**src/rtl/ohs_pwm_l2.sv**
```systemverilog
// Multi-channel PWM: one edge/center-aligned carrier, per-channel compare, shadow registers loaded at period boundary.
// Optional feature macro OHS_PWM_DEADTIME_EN adds dead_time input, complementary pwm_n outputs and dead-time insertion.
module ohs_pwm_l2 #(
    parameter int unsigned DATA_WIDTH = 32,
    parameter int unsigned N_CH       = 4
) (
    input  logic                       aclk,
    input  logic                       resetn,
    input  logic                       enable,
    input  logic                       center_mode,
    input  logic [DATA_WIDTH-1:0]      pwm_period,
    input  logic [N_CH*DATA_WIDTH-1:0] pwm_comparator,
    input  logic                       update_req,
`ifdef OHS_PWM_DEADTIME_EN
    input  logic [7:0]                 dead_time,
    output logic [N_CH-1:0]            pwm_n,
`endif
    output logic                       update_done,
    output logic [DATA_WIDTH-1:0]      pwm_counter,
    output logic                       period_end,
    output logic [N_CH-1:0]            pwm
);
    localparam int unsigned DW = DATA_WIDTH;

    logic [DW-1:0]           cnt_q, cnt_d;
    logic                    dir_q, dir_d;   // 1: counting down
    logic [DW-1:0]           p_sh;
    logic [N_CH-1:0][DW-1:0] c_sh;
    logic                    mode_sh;
    logic                    pending_q;
    logic                    boundary_c, load_c, restart_c, down_phase_c;
    logic [N_CH-1:0]         raw_d, raw_q;

    // Boundary: wrap cycle (edge), counter zero (center), or every cycle when idle / P=0
    always_comb begin
        boundary_c = 1'b0;
        if (!enable || (p_sh == '0)) begin
            boundary_c = 1'b1;
        end else if (mode_sh) begin
            boundary_c = (cnt_q == '0);
        end else begin
            boundary_c = (cnt_q >= p_sh);
        end
    end

    assign load_c    = boundary_c && (pending_q || update_req);
    assign restart_c = !enable || (load_c && (center_mode != mode_sh));

    // Carrier next state; out-of-range counts (after P was lowered) wrap to 0
    always_comb begin
        cnt_d = cnt_q;
        dir_d = dir_q;
        if (restart_c || (p_sh == '0)) begin
            cnt_d = '0;
            dir_d = 1'b0;
        end else if (!mode_sh) begin
            cnt_d = (cnt_q >= p_sh) ? '0 : cnt_q + DW'(1);
            dir_d = 1'b0;
        end else if (cnt_q > p_sh) begin
            cnt_d = '0;
            dir_d = 1'b0;
        end else if (!dir_q) begin
            if (cnt_q == p_sh) begin
                cnt_d = cnt_q - DW'(1);
                dir_d = 1'b1;
            end else begin
                cnt_d = cnt_q + DW'(1);
            end
        end else begin
            if (cnt_q == '0) begin
                cnt_d = DW'(1);
                dir_d = 1'b0;
            end else begin
                cnt_d = cnt_q - DW'(1);
            end
        end
    end

    // Falling slope of the triangle uses <= so a center pulse spans 2*C cycles around zero
    assign down_phase_c = mode_sh && dir_q && (cnt_q != '0);

    always_comb begin
        raw_d = '0;
        for (int ch = 0; ch < int'(N_CH); ch++) begin
            if (down_phase_c) begin
                raw_d[ch] = enable && (cnt_q <= c_sh[ch]);
            end else begin
                raw_d[ch] = enable && (cnt_q < c_sh[ch]);
            end
        end
    end

    always_ff @(posedge aclk or negedge resetn) begin
        if (!resetn) begin
            cnt_q       <= '0;
            dir_q       <= 1'b0;
            p_sh        <= '0;
            c_sh        <= '0;
            mode_sh     <= 1'b0;
            pending_q   <= 1'b0;
            raw_q       <= '0;
            period_end  <= 1'b0;
            update_done <= 1'b0;
        end else begin
            cnt_q       <= cnt_d;
            dir_q       <= dir_d;
            raw_q       <= raw_d;
            period_end  <= enable && boundary_c;
            update_done <= load_c;
            pending_q   <= !load_c && (pending_q || update_req);
            if (load_c) begin
                p_sh    <= pwm_period;
                c_sh    <= pwm_comparator;
                mode_sh <= center_mode;
            end
        end
    end

    assign pwm_counter = cnt_q;

`ifdef OHS_PWM_DEADTIME_EN
    logic [N_CH-1:0][7:0] dt_q, dt_d;
    logic [N_CH-1:0]      pwm_d, pwm_n_d;

    // Any change of the raw compare restarts the dead window; both outputs stay low until it expires
    always_comb begin
        dt_d    = dt_q;
        pwm_d   = '0;
        pwm_n_d = '0;
        for (int ch = 0; ch < int'(N_CH); ch++) begin
            if (raw_d[ch] != raw_q[ch]) begin
                dt_d[ch] = dead_time;
            end else if (dt_q[ch] != 8'd0) begin
                dt_d[ch] = dt_q[ch] - 8'd1;
            end
            pwm_d[ch]   = (dt_d[ch] == 8'd0) && raw_d[ch];
            pwm_n_d[ch] = (dt_d[ch] == 8'd0) && !raw_d[ch] && enable;
        end
    end

    always_ff @(posedge aclk or negedge resetn) begin
        if (!resetn) begin
            dt_q  <= '0;
            pwm   <= '0;
            pwm_n <= '0;
        end else begin
            dt_q  <= dt_d;
            pwm   <= pwm_d;
            pwm_n <= pwm_n_d;
        end
    end
`else
    assign pwm = raw_q;
`endif

endmodule
```
**config.mk**
```make
export PLATFORM = sky130hd
export DESIGN_NAME = ohs_pwm_l2
export DESIGN_NICKNAME = d
export VERILOG_FILES = /design/src/rtl/ohs_pwm_l2.sv
export SDC_FILE = /design/constraint.sdc
export NUM_CORES = 1
export LEC_CHECK = 0
export BUFFER_PORTS_ARGS = -buffer_cell sky130_fd_sc_hd__buf_2
export CORE_MARGIN = 2
export CORE_UTILIZATION = 43
export DETAILED_ROUTE_END_ITERATION = 6
export GPL_ROUTABILITY_DRIVEN = 1
export SLEW_MARGIN = 20
export SYNTH_ARGS = -nofsm -noshare
export SYNTH_HDL_FRONTEND = slang
export SYNTH_SLANG_ARGS = --single-unit
```
**constraint.sdc**
```tcl
create_clock -name aclk -period 6.22 [get_ports aclk]
set_clock_uncertainty 0.1 [all_clocks]
set_input_delay 0.933 -clock aclk [delete_from_list [all_inputs] [get_ports aclk]]
set_output_delay 0.933 -clock aclk [all_outputs]
set_load 0.005 [all_outputs]
```
=== Word level (Yosys, flattened, before mapping) ===
Index checks and enable logic that the tools add are counted.

* Reductions and logical operators: 23
* Multiplexer cells: 19
* $add $sub $neg: 2
* Equal/unequal tests: 2
* $lt $le $gt $ge: 10

{| class="wikitable"
|+ Operators by type and width
! kind !! number
|-
| $mux W32 || 7
|-
| $le A32 B32 Y1 || 4
|-
| $lt A32 B32 Y1 || 4
|-
| $logic_not A32 Y1 || 2
|-
| $add A32 B1 Y32 const B || 1
|-
| $eq A32 B32 Y1 || 1
|-
| $ge A32 B32 Y1 || 1
|-
| $gt A32 B32 Y1 || 1
|-
| $reduce_bool A32 Y1 || 1
|-
| $sub A32 B1 Y32 const B || 1
|-
| $logic_and A1 B1 Y1 || 14
|-
| $mux W1 || 12
|-
| $logic_or A1 B1 Y1 || 4
|-
| $logic_not A1 Y1 || 2
|-
| $ne A1 B1 Y1 || 1
|}

* Logic and storage cells: 68
* Output and inout bits: 38
* Register bits: 201
* Input port bits: 165

=== Longest topological paths before layout ===
Gate-level depths: netlist of the first run.

* Depth in word-level cells: 8
* Gate-level depth with buffers: 13
* Mapped depth without buffers: 10

=== Worst setup path after synthesis of the first run ===
No wires, ideal clock.

* Path type: register to register
* From: register cnt_q[14], in the netlist pwm_counter[14]
* To: register c_sh[0] in the netlist's numbering
* Setup time: 127 ps
* Path buffers: 3
* Cell stages (with the launch flop): 13
* Slack: 2902 ps
* Required time: 5993 ps
* Clock period less this slack: 3318 ps
* Data arrival time: 3091 ps
* Cells stage by stage: dfrtp_1 -> ha_1 -> a21oi_1 -> nand2_1 -> a221o_1 -> o31a_1 -> nor4_4 -> a21oi_2 -> o21a_1 -> buf_4 -> buf_12 -> buf_6 -> mux2_1

* Word-level cells in the longest chain between the ends: 4
* Elaborated cells between the ends (all ways): 5
* Those cells by class: order compare (1); mux (2); reduce/logical (2)

{| class="wikitable"
|+ RTL lines
! item !! RTL line !! source
|-
| start, declared || 25 || <nowiki>logic [DW-1:0] cnt_q, cnt_d;</nowiki>
|-
| start signal, assigned || 105 || <nowiki>cnt_q <= cnt_d;</nowiki>
|-
| $ge A32 B32 Y1 / $logic_not A32 Y1 (equally long branches) || 42, 40 ||
|-
| $mux W1 * || 39 || <nowiki>end else if (mode_sh) begin</nowiki>
|-
| $mux W1 * || 37 || <nowiki>if (!enable || (p_sh == '0)) begin</nowiki>
|-
| $logic_and A1 B1 Y1 * || 46 || <nowiki>assign load_c = boundary_c && (pending_q || update_req);</nowiki>
|-
| end signal, assigned || 113 || <nowiki>c_sh <= pwm_comparator;</nowiki>
|-
| end, declared || 28 || <nowiki>logic [N_CH-1:0][DW-1:0] c_sh;</nowiki>
|}

Every way passes the cells marked *; elsewhere a longest branch is shown, timed or not.
A chain may end at the register's enable or synchronous reset.

=== Worst setup path after layout of the first run ===
* From: register cnt_q[14], in the netlist pwm_counter[14]
* To: register c_sh[20] in the netlist's numbering

Same word-level chain as after synthesis.

==> results of run 1 <==
[cells in the mapped netlist, drive strengths merged, types with 3 or more instances]
| cell type | instances | area (um^2) |
|---|---|---|
| dfrtp | 201 | 5030 |
| inv | 166 | 623 |
| ha | 163 | 2040 |
| mux2 | 160 | 1800 |
| nor2 | 51 | 191 |
| a21oi | 48 | 244 |
| nand2 | 42 | 158 |
| nor3 | 39 | 206 |
| a21o | 35 | 263 |
| nand4 | 35 | 225 |
| o21ai | 35 | 175 |
| nand3 | 33 | 165 |
| buf | 21 | 201 |
| nor4 | 20 | 140 |
| a221oi | 19 | 166 |
| clkbuf | 18 | 67.6 |
| and3 | 15 | 93.8 |
| o21a | 13 | 97.6 |
| nor2b | 12 | 75.1 |
| o221a | 12 | 135 |
| xnor2 | 10 | 87.6 |
| nand2b | 9 | 56.3 |
| o211ai | 9 | 67.6 |
| a211oi | 8 | 60.1 |
| or2 | 8 | 50.1 |
| or3 | 7 | 43.8 |
| or4 | 6 | 52.6 |
| a221o | 5 | 50.1 |
| a22oi | 5 | 37.5 |
| and4 | 5 | 43.8 |
| a311oi | 4 | 35.0 |
| xor2 | 4 | 35.0 |
| nand3b | 3 | 22.5 |
| o221ai | 3 | 26.3 |
[state kept, by name, indices dropped and copies added (netlist names)]
name and flops:
pwm_counter 32, pending_q 1, update_done 1, period_end 1, p_sh 32, mode_sh 1, c_sh 128, dir_q 1
pwm 4
[logic make-up (layout without fill, tap and decap cells)]
group	Yosys count	after routing	share of synthesized area [%]
AO/OA/AOI/OAI	212	212	11.5
flip-flops	201	201	38.8
adder cells (fa/ha/maj)	163	163	15.7
AND/OR/NAND/NOR	293	293	12.3
XOR/XNOR	14	14	0.945
buffers and inverters	205	437	6.88
multiplexers	160	160	13.9
[per-stage QoR]
step,hold slack (ns),instances,utilization [%]
after global placement,0.368,1828,48.7
after global routing,0.401,1870,51.4
after CTS,0.388,1870,51.4
after floorplan,0.358,1248,-
final,0.383,1870,51.4
after detailed placement,0.375,1828,48.7
[cell type report]
type | instances | area (um^2)
Tap cell | 390 | 488
Clock inverter | 8 | 92.6
Inverter | 166 | 623
Fill cell | 2821 | 14400
Clock buffer | 34 | 699
Sequential cell | 201 | 5030
Multi-Input combinational cell | 842 | 7070
Timing Repair Buffer | 229 | 1230
[worst max-delay path: stages, from the launching register on]
cell      delay, ns
dfrtp_1        0.58
ha_1           0.42
nand4_1        0.13
nor4_1         0.66
a21boi_0       0.26
o31a_1         0.37
nor4_4         0.10
a21oi_2        0.20
o21a_4         0.65
buf_4          0.50
mux2_1         0.37
[power breakdown]
part	switching, mW	leakage, nW	internal (mW)
logic	0.627	5.15	0.561
clock network	0.558	0.391	0.861
registers	0.190	2.42	1.62
total	1.37	7.96	3.05
[per-layer routing]
metal	vias to the layer above	track usage (%)	wire, um
met5	-	0	34
met4	6	5.46	784
met3	52	4.03	2190
met2	299	38.0	16800
met1	5023	32.1	16400
li1	4946	-	-
[path summary, 6_finish.rpt]
| path | endpoint | slack (ns) | startpoint | cells past startpoint |
|---|---|---|---|---|
| max | c_sh[20] | 1.71 | pwm_counter[14] | 10 |
| min | c_sh[86] | 0.38 | resetn | 1 |
| max reg2reg | c_sh[20] | 1.71 | pwm_counter[14] | 10 |
| min reg2reg | c_sh[44] | 0.38 | c_sh[44] | 1 |
| max in group asynchronous | c_sh[108] | 4.37 | resetn | 2 |
| min in group aclk | c_sh[44] | 0.38 | c_sh[44] | 1 |
==> summary.md, run 1 <==
| Metric | Value |
|---|---|
| Status | finished, final reports clean |
| Power Total | 4.42 mW |
| Vias in the first global route | 10.5k |
| Via density | 5.52 |
| EDFF count, synth | 0 |
| Post_cts resized | 0 |
| Vias | 10.3k |
| Seq/Total Area, Yosys | 38.8% |
| First-pass GRT wire length | 57.2 mm |
| CTS Buffer Depth | 3 |
| Power per cell area | 290 mW/mm^2 |
| Post-place setup slack | 1.73 ns |
| Share of cells above drive strength 1 | 24.9% |
| Die area | 0.0316 mm^2 |
| Placed cell areas | 0.0144 mm^2 |
| Initial antenna violation count | 3 |
| Sink Count | 201 |
| Reg clk slew, reported paths | 0.06 ns |
| Final WL | 36.2 mm |
| Predominant post-synthesis flop cell | dfrtp_1 |
| Final Critical Period | 4.51 ns |
| Synth Cell Area | 0.0130 mm^2 |
| CTS tree | done |
| Port Buffers | 202 |
| Post-route cell area | 0.0152 mm^2 |
| Overall die height | 178 um |
| Average cell area after synthesis | 10.4 um^2 |
| Cell count after synthesis | 1,248 |
| Area Overhead vs Synth | 17.5% |
| Detailed router's first-iteration violation count | 665 |
| Final worst slack | 1.71 ns |
| Synth Register Bits | 201 |
| Postcts setup bufs | 0 |
| Ports | 203 |
| Die X | 178 um |
| Antenna diode count | 0 |
| DRC | 0 |
| Maxcap violations | 0 |
| CTS H-tree depth | 1 |
| Post-DP HPWL | 26.2 mm |
| Worst skew pair latency | 0.52 ns |
| Critical Path Start Type | flip-flop |
| TritonCTS Buffers | 25 |
| Leading cell types in the layout, fill and taps excluded | dfrtp_1 (201), buf_2 (201), inv_1 (166) |
| GPL Wtd Cong | 0.851 |
| Share of synthesized registers carrying an async set or reset | 100% |
| Worst setup path class | flip-flop to flip-flop |
| Hold_buf cts | 0 |
| Total gr overflow | 0 |
| Largest net degree at the start of global routing | 94 |
| VDD IR-drop max | 0.197 mV |
| Endpoint class of the critical path | flip-flop |
| Setup_tns | 0 ns |
| Initial Utilization | 43.8% |
| Post-DRT Antenna Nets | 0 |
| Synth cell types | 62 |
| Leak | 7.96 nW |
| # nets final | 1,793 |
| GRT Util Overall | 23.3% |
| DR pass1 iterations | 6 |
| Synth warn | 0 |
| # setup viols final | 0 |
| Worst min path class | input pin to asynchronous set/reset pin |
| Root Driver | clkbuf_16 |
| Max FO, Critical Path | 53 |
| Fmax achieved | 0.222 GHz |
| Final hold viol count | 0 |
| Relative slew slack | 31.0% |
| CP required | 6.52 ns |
| Syn_nets | 1,576 |
| FP Rows | 63 |
| Worst Tran Pin Value | 1.03 ns |
| Drt wl/cell | 19.3 um |
| Core Box Area | 0.0296 mm^2 |
| RSZ-0062 raised after global routing | no |
| Worst path arrival time | 4.81 ns |
| Fin. max-slew vios | 0 |
| Final period util | 72.5% |
No activity file was read; power rests on OpenSTA's default activity.
==> run 2: changes to the inputs <==
--- a/config.mk
+++ b/config.mk
@@ -5,6 +5,7 @@
 export SDC_FILE = /design/constraint.sdc
 export NUM_CORES = 1
 export LEC_CHECK = 0
+export ABC_AREA = 1
 export BUFFER_PORTS_ARGS = -buffer_cell sky130_fd_sc_hd__buf_2
 export CORE_MARGIN = 2
 export CORE_UTILIZATION = 43
==> constraint.sdc (replaced) <==
create_clock -name aclk -period 4.2 [get_ports aclk]
set_clock_uncertainty 0.1 [all_clocks]
set_input_delay 0.63 -clock aclk [delete_from_list [all_inputs] [get_ports aclk]]
set_output_delay 0.63 -clock aclk [all_outputs]
set_load 0.005 [all_outputs]
==> summary.md, run 2 <==
| Metric | Value |
|---|---|
| Initial Utilization | 43.7% (-0.071 points) |
| EDFF count, synth | 0 (unchanged) |
| Max FO, Critical Path | 26 (-51%) |
| Worst skew pair latency | 0.54 ns (+0.02 ns) |
| Fill cell count | 3,431 (+22%) |
| CP required | 4.56 ns (-1.96 ns) |
| Final WL | 43.8 mm (+21%) |
| DRC | 0 (unchanged) |
| Total gr overflow | 0 (unchanged) |
| Top-area cell type share of the netlist area | 35.4% (-3.4 points) |
| # nets final | 2,543 (+42%) |
| Initial antenna violation count | 0 (-3) |
| Vias | 13.4k (+30%) |
| # setup viols final | 0 (unchanged) |
| VDD IR-drop max | 0.298 mV (+51%) |
| GRT Util Overall | 25.8% (+2.5 points) |
| Most common cell after layout, fill and taps aside | nand2_1 |
| Seq/Total Area, Yosys | 35.4% (-3.4 points) |
| Synth Cell Area | 0.0142 mm^2 (+9.6%) |
| Fmax achieved | 0.306 GHz (+38%) |
| CTS H-tree depth | 1 (unchanged) |
| TritonCTS Buffers | 25 (unchanged) |
| Slowest cell on crit path | clkinv_1 |
| Final Critical Period | 3.27 ns (-1.24 ns) |
| Most instantiated library cell after synthesis | nand2_1 |
| Drt wl/cell | 16.4 um (-15%) |
| Worst setup path class | flip-flop to flip-flop |
| Endpoint class of the critical path | flip-flop |
| Final hold viol count | 0 (unchanged) |
| Max reg flops | 128 (unchanged) |
| Reg clk slew, reported paths | 0.06 ns (about the same) |
| Predominant post-synthesis flop cell | dfrtp_1 |
| Cell taking the most area after synthesis | dfrtp_1 |
| GPL Wtd Cong | 0.952 (+12%) |
| Detailed router's first-iteration violation count | 838 (+26%) |
| Critical Path Start Type | flip-flop |
| Met1 Usage GRT | 34.5% (+2.4 points) |
| CP dominant cell by count | nand2_1 |
| Setup_tns | 0 ns (unchanged) |
| CP cell instances | buf_4 > ha_1 > nand2_1 > nor2_1 > nand2_1 > nor2_1 > nand2_1 > nand2_1 > clkinv_1 > nand2_1 > nand3_1 > o21ai_0 > inv_1 > nor2_1 |
| Share of cells above drive strength 1 | 14.4% (-11 points) |
| Power per cell area | 450 mW/mm^2 (+55%) |
| Area Overhead vs Synth | 16.5% |
| Final core occ | 50.9% (-0.53 points) |
| Top cells by count, synth | nand2_1 (772), inv_1 (253), dfrtp_1 (201), nor2_1 (167), ha_1 (163) |
| Postcts setup bufs | 0 (unchanged) |
| Post-DP HPWL | 31.5 mm (+20%) |
| Worst path arrival time | 3.62 ns (-1.19 ns) |
| Met2 Usage GRT | 43.2% (+5.2 points) |
| Post-place setup slack | 0.986 ns (-0.747 ns) |
| CTS Buffer Depth | 3 (unchanged) |
| CTS tree | done |
| Synth Register Bits | 201 (unchanged) |
| Final worst slack | 0.933 ns (-0.776 ns) |
| Grt peak-use layer | met2 |
| FP Rows | 66 (+4.8%) |
| Crit-path max cell delay | 0.69 ns (+0.03 ns) |
| Synth top area cells | dfrtp_1 (35%), nand2_1 (20%), ha_1 (14%), inv_1 (6.7%), nor2_1 (4.4%) |
| Synth cell types | 46 (-26%) |
| Maxcap violations | 0 (unchanged) |
| Syn_nets | 2,327 (+48%) |
| M3 GR Usage | 3.38% (-0.64 points) |
| Status | finished, final reports clean |
| Port Buffers | 202 (unchanged) |
| Root Driver | clkbuf_16 |
| Reg2Reg Launch Point | pwm_counter[20] |
| Sum of buffers and inverters on the critical path | 3 (+2) |
| Worst min path class | input pin to asynchronous set/reset pin |
| Setup slack, reg-to-reg | 0.93 ns (-0.78 ns) |
| First-pass GRT wire length | 69.2 mm (+21%) |
| Largest net degree at the start of global routing | 162 (+72%) |
| Power Total | 7.46 mW (+69%) |
| Die area | 0.0345 mm^2 (+9.4%) |
| Hold_buf cts | 0 (unchanged) |
| Cell count after synthesis | 1,999 (+60%) |
| Post_cts resized | 0 (unchanged) |
| CP delay by family, top | simple AND/OR/NAND/NOR gates |
| Average cell area after synthesis | 7.11 um^2 (-32%) |
| Die X | 186 um (+4.6%) |
| Overall die height | 186 um (+4.6%) |
| RSZ-0062 raised after global routing | no |
| Synth warn | 0 (unchanged) |
| Vias in the first global route | 13.0k (+24%) |
| Share of synthesized registers carrying an async set or reset | 100% (unchanged) |
| Core Box Area | 0.0325 mm^2 (+9.8%) |
| R2R depth | 14 (+4) |
| Leak | 9.41 nW (+18%) |
| Via density | 5.02 (-9.1%) |
| Tightest hold margin | 0.0328 ns (-0.350 ns) |
| Relative slew slack | 37.6% (+6.6 points) |
| Post-DRT Antenna Nets | 0 (unchanged) |
| Reg with most FFs | c_sh |
| Critical R2R Capture | pwm_counter[6] |
| DR pass1 iterations | 7 (+1) |
| Ports | 203 (unchanged) |
| Fin. max-slew vios | 0 (unchanged) |
| Final period util | 77.8% (+5.3 points) |
| Leading cell types in the layout, fill and taps excluded | nand2_1 (772), inv_1 (253), dfrtp_1 (201), buf_2 (201), nor2_1 (167) |
| Worst Tran Pin Value | 0.927 ns (-0.104 ns) |
| Sink Count | 201 (unchanged) |
| Antenna diode count | 0 (unchanged) |
run 2: power by group:
group          internal (mW)  switching [mW]
Sequential              2.48           0.303
Clock                   1.30           0.871
Combinational          0.887            1.61
Total                   4.67            2.79
run 2: logic make-up (layout without fill, tap and decap cells):
kind of cell / Yosys count / in the layout / share of synthesized area (%)
AOI/OAI and AO/OA: 172 / 172 / 6.49
xor gates and xnor gates: 27 / 27 / 1.66
adders and majority gates: 163 / 163 / 14.3
buffers and inverters: 317 / 550 / 9.84
DFF: 201 / 201 / 35.4
and+or+nand+nor: 1119 / 1119 / 32.3
run 2: per-layer routing:
layer  part of all wire (%)  up-vias  routed length, um
li1                       -     6722                  -
met2                     46      385              20200
met4                    3.4        0               1470
met1                     45     6222              19800
met3                    5.3       87               2330
met5                      0        -                  0
run 2: through the flow:
stage          instances  cell area (um^2)
2_1_floorplan       1999             14200
3_3_place_gp        2630             15700
3_5_place_dp        2630             15700
4_1_cts             2674             16600
5_1_grt             2674             16600
6_report            2674             16600
run 2: layout make-up:
| cell class | instances | area (um^2) | area share [%] |
|---|---|---|---|
| clock buffer | 36 | 717 | 4.33 |
| clock inverter | 8 | 96.3 | 0.582 |
| inverter | 261 | 985 | 5.95 |
| multi-input combinational | 1481 | 7790 | 47.1 |
| sequential | 201 | 5030 | 30.4 |
| tap | 442 | 553 | 3.34 |
| timing repair buffer | 245 | 1380 | 8.34 |
run 2: how the worst max path moves through the flow:
stage	endpoint	slack (ns)	cells after the start	start
floorplan	c_sh[0]	1.74	18	pwm_counter[0]
global placement	pwm_counter[15]	1.05	15	pwm_counter[20]
detailed placement	pwm_counter[18]	0.99	16	pwm_counter[20]
CTS	pwm_counter[18]	0.98	16	pwm_counter[20]
global route	pwm_counter[6]	0.75	14	pwm_counter[20]
finish	pwm_counter[6]	0.93	14	pwm_counter[20]
==> run 3: changes to the inputs <==
--- a/config.mk
+++ b/config.mk
@@ -5,7 +5,7 @@
 export SDC_FILE = /design/constraint.sdc
 export NUM_CORES = 1
 export LEC_CHECK = 0
-export ABC_AREA = 1
+export ABC_AREA = 0
 export BUFFER_PORTS_ARGS = -buffer_cell sky130_fd_sc_hd__buf_2
 export CORE_MARGIN = 2
 export CORE_UTILIZATION = 43
==> constraint.sdc (replaced) <==
create_clock -name aclk -period 3.35 [get_ports aclk]
set_clock_uncertainty 0.1 [all_clocks]
set_input_delay 0.5025 -clock aclk [delete_from_list [all_inputs] [get_ports aclk]]
set_output_delay 0.5025 -clock aclk [all_outputs]
set_load 0.005 [all_outputs]
==> summary.md, run 3 (synthesized netlist as in run 1, its figures left out) <==
| Metric | Value |
|---|---|
| Status | finished, final reports clean |
| Fin. max-slew vios | 0 (unchanged) |
| Port Buffers | 202 (unchanged) |
| CTS H-tree depth | 1 (unchanged) |
| Clk pwr share | 33.4% (+4.2 points) |
| Vias in the first global route | 10.6k (-19%) |
| Power Total | 8.53 mW (+14%) |
| Die area | 0.0316 mm^2 (-8.6%) |
| Root Driver | clkbuf_16 |
| Final core occ | 53.7% (+2.8 points) |
| TritonCTS Buffers | 25 (unchanged) |
| CTS Buffer Depth | 3 (unchanged) |
| Critical Path Start Type | flip-flop |
| Final period util | 96.7% (+19 points) |
| Seq pwr share | 39.4% (+2.1 points) |
| Sink Count | 201 (unchanged) |
| Die X | 178 um (-4.4%) |
| Share of cells above drive strength 1 | 28.2% (+14 points) |
| Area Overhead vs Synth | 22.8% |
| Worst skew pair latency | 0.53 ns (about the same) |
| Core Box Area | 0.0296 mm^2 (-8.9%) |
| Initial Utilization | 43.8% (+0.071 points) |
| Drt wl/cell | 19.3 um (+18%) |
| DR pass1 iterations | 5 (-2) |
| Worst Tran Pin Value | 0.741 ns (-0.186 ns) |
| Maxcap violations | 0 (unchanged) |
| DRC | 0 (unchanged) |
| Worst min path class | input pin to flip-flop |
| Combinational power share | 27.2% (-6.4 points) |
| Post-DP HPWL | 27.6 mm (-12%) |
| Largest net degree at the start of global routing | 86 (-47%) |
| Worst path arrival time | 3.55 ns (-0.07 ns) |
| Final Critical Period | 3.24 ns (-0.0275 ns) |
| Sw Pwr | 2.62 mW (-6.1%) |
| Endpoint class of the critical path | flip-flop |
| RSZ-0062 raised after global routing | yes |
| Crit-path max cell delay | 0.47 ns (-0.22 ns) |
| GRT Util Overall | 23.7% (-2.0 points) |
| Relative slew slack | 50.6% (+13 points) |
| Max reg flops | 128 (unchanged) |
| Worst setup path class | flip-flop to flip-flop |
| P_int | 5.91 mW (+27%) |
| Overall die height | 178 um (-4.4%) |
| Final WL | 37.3 mm (-15%) |
| Fmax achieved | 0.309 GHz (+0.85%) |
| Detailed router's first-iteration violation count | 623 (-26%) |
| Final hold viol count | 0 (unchanged) |
| Reg with most FFs | c_sh |
| Via density | 5.52 (+10%) |
| # setup viols final | 0 (unchanged) |
| Post-DRT Antenna Nets | 0 (unchanged) |
| Sw Ratio | 30.7% (-6.7 points) |
| Sum of buffers and inverters on the critical path | 3 (unchanged) |
| Leak | 8.34 nW (-11%) |
| Reg clk slew, reported paths | 0.06 ns (about the same) |
| CTS tree | done |
| FP Rows | 63 (-4.5%) |
| Fill cell count | 2,798 (-18%) |
| CP required | 3.66 ns (-0.90 ns) |
| # nets final | 1,851 (-27%) |
| Total gr overflow | 0 (unchanged) |
| Vias | 10.7k (-20%) |
| CP delay by family, top | simple AND/OR/NAND/NOR gates |
| Ports | 203 (unchanged) |
| VDD IR-drop max | 0.385 mV (+30%) |
| Initial antenna violation count | 6 (+6) |
| GPL Wtd Cong | 0.870 (-8.6%) |
| Leading cell types in the layout, fill and taps excluded | dfrtp_1 (201), buf_2 (201), inv_1 (166) |
| CP cell instances | buf_4 > or4_4 > or4_4 > nor3_4 > nand4_2 > a21oi_2 > o21a_4 > buf_4 > clkbuf_16 > mux2_1 |
| Slowest cell on crit path | or4_4 |
| First-pass GRT wire length | 57.9 mm (-16%) |
| Max FO, Critical Path | 28 (+7.7%) |
| Power per cell area | 536 mW/mm^2 (+19%) |
## run 3: changes by cell type in the layout (fill, tap and decap cells not counted), moves of 19 or more
cell,change
inv_1,-87
a21oi_1,-55
nor2_1,-116
nand3_1,-42
mux2_1,+89
nor3_1,+19
buf_4,+33
mux2_2,+71
xor2_1,-22
nand2_1,-731
a21o_1,+33
## run 3: area by class of cell
class                   instances  area [um^2]  area share [%]
diodes                          2         5.00          0.0314
clock buffers                  32          682            4.28
clock inverters                14          185            1.16
inverters                     166          623            3.91
multi-input cells             842         7090            44.5
flip-flops and latches        201         5030            31.6
well taps                     390          488            3.06
repair buffers                287         1820            11.4
## run 3: timing repair
item,4_1_cts,5_1_grt
hold buffers,1,0
endpoints found under the hold margin,74,0
endpoints found under the setup margin,0,165
buffers inserted,0,6
gates resized for setup,0,9
## run 3: final timing paths
kind | depth (start not counted) | slack, ns | startpoint | end
max | 10 | 0.11 | pwm_counter[13] | c_sh[83]
min | 2 | 0.08 | pwm_comparator[52] | c_sh[52]
max reg2reg | 10 | 0.11 | pwm_counter[13] | c_sh[83]
min reg2reg | 1 | 0.38 | c_sh[12] | c_sh[12]
max in group asynchronous | 3 | 1.77 | resetn | p_sh[10]
min in group asynchronous | 2 | 0.48 | resetn | c_sh[18]
## run 3: routing by layer
layer | routed length, um | GRT usage (%)
met1 | 16200 | 31.1
met2 | 17400 | 39.2
met3 | 2370 | 4.35
met4 | 1350 | 8.40
met5 | 42 | 0
## run 3: power groups by stage
| stage | logic, mW | clock network [mW] | registers [mW] |
|---|---|---|---|
| after floorplan | 1.70 | 0 | 3.28 |
| after global placement | 2.16 | 0 | 3.39 |
| after detailed placement | 2.24 | 0 | 3.41 |
| after CTS | 2.26 | 2.92 | 3.37 |
| after global routing | 2.64 | 3.02 | 3.45 |
| final | 2.32 | 2.85 | 3.36 |
## run 3: metrics by stage
stage	area [um^2]	setup slack, ns	TNS, ns	hold WS (ns)	instances
final	15900	0.111	0	0.0798	1934
after global routing	15900	-0.0111	-0.0362	0.0690	1932
after CTS	15800	0.0379	0	0.0598	1924
after detailed placement	14900	0.0327	0	0.375	1877
after global placement	14900	0.0442	0	0.367	1877
after floorplan	13000	0.0316	0	0.107	1248
